### config.mk
export PLATFORM = sky130hd
export DESIGN_NAME = sys_counter_bank
export DESIGN_NICKNAME = d
export VERILOG_FILES = /design/src/rtl/sys_counter_pkg.sv /design/src/rtl/sys_counter_ch.sv /design/src/rtl/sys_counter_bank.sv
export SDC_FILE = /design/constraint.sdc
export NUM_CORES = 1
export LEC_CHECK = 0
export CAP_MARGIN = 15
export CORE_ASPECT_RATIO = 1.1
export CORE_MARGIN = 5
export CORE_UTILIZATION = 60
export DETAILED_ROUTE_END_ITERATION = 6
export DONT_BUFFER_PORTS = 1
export PLACE_DENSITY = 0.76
export RECOVER_POWER = 100
export SYNTH_ARGS = -nofsm -noshare
export SYNTH_HDL_FRONTEND = slang
export SYNTH_SLANG_ARGS = --single-unit
### constraint.sdc
create_clock -name Clk -period 3.8 [get_ports Clk]
set_input_delay 0.76 -clock Clk [delete_from_list [all_inputs] [get_ports Clk]]
set_output_delay 0.76 -clock Clk [all_outputs]
set_load 0.01 [all_outputs]
### src/rtl/sys_counter_pkg.sv
// Shared constants and helpers for the system counter bank.
package sys_counter_pkg;

    localparam int MODE_WRAP = 0;
    localparam int MODE_SAT  = 1;
    localparam int MAX_CH    = 16;

    // Channel index width; a single-channel bank still gets a 1-bit index.
    function automatic int ch_width(input int n);
        return (n > 1) ? $clog2(n) : 1;
    endfunction

endpackage

### src/rtl/sys_counter_ch.sv
// One counter channel: count register, sticky overflow, registered compare pulse.
// Priority inside the channel: clr > ld > inc.
module sys_counter_ch
    import sys_counter_pkg::*;
#(
    parameter int WIDTH    = 32,
    parameter int SATURATE = MODE_WRAP
) (
    input  logic             Clk,
    input  logic             Rst,
    input  logic             inc,
    input  logic             clr,
    input  logic             ld,
    input  logic [WIDTH-1:0] ld_val,
    input  logic [WIDTH-1:0] cmp_val,
    output logic [WIDTH-1:0] count,
    output logic             ovf,
    output logic             cmp_hit
);

    logic             at_max;
    logic             hold;
    logic             do_inc;
    logic [WIDTH-1:0] count_nxt;

    assign at_max    = &count;
    assign hold      = at_max && (SATURATE == MODE_SAT);
    assign do_inc    = inc && !clr && !ld;
    assign count_nxt = hold ? count : count + WIDTH'(1);

    // Count/ovf update plus a compare pulse only when an increment actually moves the count.
    always_ff @(posedge Clk) begin
        if (Rst) begin
            count   <= '0;
            ovf     <= 1'b0;
            cmp_hit <= 1'b0;
        end else begin
            cmp_hit <= do_inc && !hold && (count_nxt == cmp_val);
            if (clr) begin
                count <= '0;
                ovf   <= 1'b0;
            end else if (ld) begin
                count <= ld_val;
            end else if (inc) begin
                count <= count_nxt;
                if (at_max) ovf <= 1'b1;
            end
        end
    end

endmodule

### src/rtl/sys_counter_bank.sv
// Multi-channel system counter bank with a one-cycle-latency read port.
// Optional shared prescaler is enabled by defining SYS_COUNTER_PRESCALER_EN;
// otherwise every enabled cycle is a count tick.
module sys_counter_bank
    import sys_counter_pkg::*;
#(
    parameter int NUM_CH   = 4,
    parameter int WIDTH    = 32,
    parameter int SATURATE = MODE_WRAP,
`ifdef SYS_COUNTER_PRESCALER_EN
    parameter int PRESC_W  = 8,
`endif
    parameter int CH_W     = ch_width(NUM_CH)
) (
    input  logic              Clk,
    input  logic              Rst,
    input  logic              En,
    input  logic [NUM_CH-1:0] ch_en,
    input  logic [NUM_CH-1:0] ch_clr,
    input  logic              ld_valid,
    input  logic [CH_W-1:0]   ld_ch,
    input  logic [WIDTH-1:0]  ld_val,
    input  logic [WIDTH-1:0]  cmp_val,
`ifdef SYS_COUNTER_PRESCALER_EN
    input  logic [PRESC_W-1:0] presc_div,
`endif
    input  logic              rd_req,
    input  logic [CH_W-1:0]   rd_ch,
    output logic              rd_valid,
    output logic [WIDTH-1:0]  rd_data,
    output logic [NUM_CH-1:0] ovf,
    output logic [NUM_CH-1:0] cmp_hit
);

    logic             tick;
    logic [WIDTH-1:0] count [NUM_CH];
    logic [WIDTH-1:0] rd_mux;

`ifdef SYS_COUNTER_PRESCALER_EN
    logic [PRESC_W-1:0] presc;

    assign tick = (presc == presc_div);

    // Shared prescaler: runs 0..presc_div while En is high, parked at 0 otherwise.
    // The >= return keeps it bounded if presc_div is lowered mid-count.
    always_ff @(posedge Clk) begin
        if (Rst || !En) begin
            presc <= '0;
        end else if (presc >= presc_div) begin
            presc <= '0;
        end else begin
            presc <= presc + PRESC_W'(1);
        end
    end
`else
    assign tick = 1'b1;
`endif

    for (genvar i = 0; i < NUM_CH; i++) begin : g_ch
        logic ld_sel;
        logic inc_sel;

        // Out-of-range ld_ch values match no channel, so such loads fall away.
        assign ld_sel  = ld_valid && (ld_ch == CH_W'(i));
        assign inc_sel = En && ch_en[i] && tick;

        sys_counter_ch #(
            .WIDTH    (WIDTH),
            .SATURATE (SATURATE)
        ) u_ch (
            .Clk     (Clk),
            .Rst     (Rst),
            .inc     (inc_sel),
            .clr     (ch_clr[i]),
            .ld      (ld_sel),
            .ld_val  (ld_val),
            .cmp_val (cmp_val),
            .count   (count[i]),
            .ovf     (ovf[i]),
            .cmp_hit (cmp_hit[i])
        );
    end

    // Read mux over current (pre-update) counts; unmatched channel index reads 0.
    always_comb begin
        rd_mux = '0;
        for (int i = 0; i < NUM_CH; i++) begin
            if (rd_ch == CH_W'(i)) rd_mux = count[i];
        end
    end

    // Read response register; data holds between requests.
    always_ff @(posedge Clk) begin
        if (Rst) begin
            rd_valid <= 1'b0;
            rd_data  <= '0;
        end else begin
            rd_valid <= rd_req;
            if (rd_req) rd_data <= rd_mux;
        end
    end

endmodule

==> out/results.tsv <==
metric	value	unit
status	complete, but fails checks	
violations	max-capacitance violations, max-slew violations	
slew_viol_final	197	
dp_hpwl	33550	microns
swShare	0.2713	
ys_types	67	
combPwrFrac	0.104	
tns	0	ns
final_common_cell	nor2_1	
p_per_area	312.9	mW/mm^2
p_switching	1.111	mW
core_area	0.02071	sq mm
dr.pass1.iters	6	
end_kind	flop	
wire_per_inst	24.84	microns
grt_pass1_wl	66880	microns
grt_max_degree	66	
clk_pin_slew_worst_paths	0.07	ns
worstSetupPathType	reg -> reg	
cts-resized-gates	0	
fin_area	0.01308	sq mm
clkSinkCount	169	
setup_viol	0	
antenna_found_initial	2	
wl	44060	microns
cts_max_level	4	
stdcell_count	1774	
globalRouteOverflowTotal	0	
worst_pin_slew	2.823	ns
post_cts_buffers	0	
maxCapViolCount	3	
finalHoldViolCount	0	
cp.required	4.10	ns
synthesis.nets	1673	
chipHeight	162.5	microns
cts_hold_buf	0	
cts_root_buf	clkbuf_16	
synth_top_area_frac	0.2667	
numCtsBuffers	17	
post-route-drc-count	0	
yosys_register_bits	169	
vias_per_cell	6.729	
min_period	3.320	ns
most-common-layout-cells	nor2_1, xnor2_1, dfxtp_1	
netlist_instances	1588	
clkLatencyLatePin	0.44	ns
fmaxAchievable	0.3012	GHz
yosysTopAreaCell	dfxtp_1	
layout-drive-gt1-share	0.06586	
cp_max_fo	9	
die_area	0.02415	sq mm
synth_edf_count	0	
critPathMaxStageDelay	0.50	ns
min_path_type	in -> reg	
nets	1562	
pre_cts_ws	0.7271	ns
clockPowerShare	0.434	
synth-main-ff-cell	dfxtp_1	
critPathLaunchType	flop	
power	4.093	mW
p_int	2.983	mW
setup_ws	0.4798	ns
dpl_cell_area	0.01258	sq mm
grtUsageTotal	0.3614	
antenna_left	0	
synth_area_leaders	dfxtp_1, xnor2_1, xor2_1, nor2_1, a211oi_1	
gp_congestion	1.011	
fp.dieW	148.6	microns
fin_util	0.6315	
dp_cells	1743	
p_leak	3.980	nW
ys_warn_count	0	
async_flop_share	0	
areaGrowthSynthToFinish	3.117	%
synth_area	0.01269	sq mm
max-vdd-ir-drop	0.0003004	V
path_cells	ha_1, nand3_1, or2_0, or3_1, or3_1, o211ai_1, nand4_1, a2111oi_0	
slowest_stage	dfxtp_1	
vias	11937	
io_buffers	0	
cts_tree	yes	
arrival	3.62	ns
rsz0062_at_grt	no	
hold_slack	0.3914	ns
cts.path.max_buffers	2	
synth.avg_cell_area	7.989	sq um
timing.final.crit_share	0.8737	
ys_seq_area_frac	0.2667	
rows	55	
p_seq_frac	0.462	
n_fill_cell	1837	
slew_headroom	-0.8819	
crit_top_cell	or3_1	
drt-initial-drc-count	1731	
start_util	0.6124	
io_pins	122	
grt_pass1_vias	10999	
fin_worst_skew	0.01571	ns
==> critical path: cells and delay by family (launching register included) <==
family / cells / cell delay, ns
adders and majority gates: 1 / 0.29
DFF: 1 / 0.50
AOI/OAI and AO/OA: 2 / 0.60
and+or+nand+nor: 5 / 1.80
==> logic make-up after synthesis <==
logic type,after synthesis,synth area share
and+or+nand+nor,660,0.2582
xor gates and xnor gates,294,0.2030
AOI/OAI and AO/OA,233,0.1305
DFF,169,0.2667
buffers and inverters,159,0.05109
muxes,69,0.08660
adders and majority gates,4,0.003945
==> flip-flops by register name, summed over array words and instances (netlist names) <==
register	cells
g_ch.u_ch.cmp_hit	4
g_ch.u_ch.count	128
rd_data	32
g_ch.u_ch.ovf	4
rd_valid	1
==> area by class of cell <==
| class | instances | area, sq um | share of cell area |
|---|---|---|---|
| Multi-Input combinational cell | 1260 | 8617 | 0.6587 |
| Sequential cell | 169 | 3383 | 0.2586 |
| Clock buffer | 17 | 425.4 | 0.03252 |
| Tap cell | 285 | 356.6 | 0.02726 |
| Clock inverter | 13 | 145.1 | 0.01110 |
| Timing Repair Buffer | 18 | 110.1 | 0.008417 |
| Inverter | 11 | 41.29 | 0.003156 |
| Antenna cell | 1 | 2.502 | 0.0001913 |
==> final timing paths <==
| path | startpoint | endpoint | slack, ns | depth (start not counted) |
|---|---|---|---|---|
| setup reg to reg | g_ch[1].u_ch.count[0] | g_ch[1].u_ch.cmp_hit | 0.48 | 8 |
| hold / removal | Rst | rd_data[19] | 0.39 | 1 |
| setup / recovery | g_ch[1].u_ch.count[0] | g_ch[1].u_ch.cmp_hit | 0.48 | 8 |
| hold reg to reg | g_ch[0].u_ch.ovf | g_ch[0].u_ch.ovf | 0.54 | 2 |
==> cells in the mapped netlist (4+ instances only) <==
cell type	n
nor2_1	236
xnor2_1	191
dfxtp_1	169
clkbuf_1	112
nand2_1	110
a211oi_1	103
xor2_1	103
nand3_1	69
nor3_1	48
nand4_1	44
o21ai_0	44
mux2i_1	34
mux4_2	31
or3_1	30
a311oi_1	25
nor4_1	21
and3_1	19
buf_1	18
a21oi_1	15
and4_1	13
nor2b_1	12
or2_2	12
inv_1	11
or4_1	11
buf_2	8
buf_4	8
and2_1	6
o2111ai_1	5
o211ai_1	5
o31ai_1	5
a31oi_1	4
ha_1	4
nand3b_1	4
nor3b_1	4
o22ai_1	4
==> routing by layer <==
metal | vias up | wire, microns | GRT usage
met1 | 5700 | 17970 | 0.5114
met4 | 0 | 1508 | 0.1214
met3 | 100 | 5513 | 0.08990
li1 | 5423 | - | -
met5 | - | 0 | 0
met2 | 714 | 19070 | 0.5398
==> power groups by stage <==
stage                     Sequential (mW)  Clock [mW]  Combinational, mW
after global routing                 1.89        1.86              0.462
after CTS                            1.89        1.78              0.419
after floorplan                      1.88           0              0.412
final                                1.89        1.78              0.426
after detailed placement             1.93           0              0.416
after global placement               1.93           0              0.411
(Power assumes the default switching activity.)
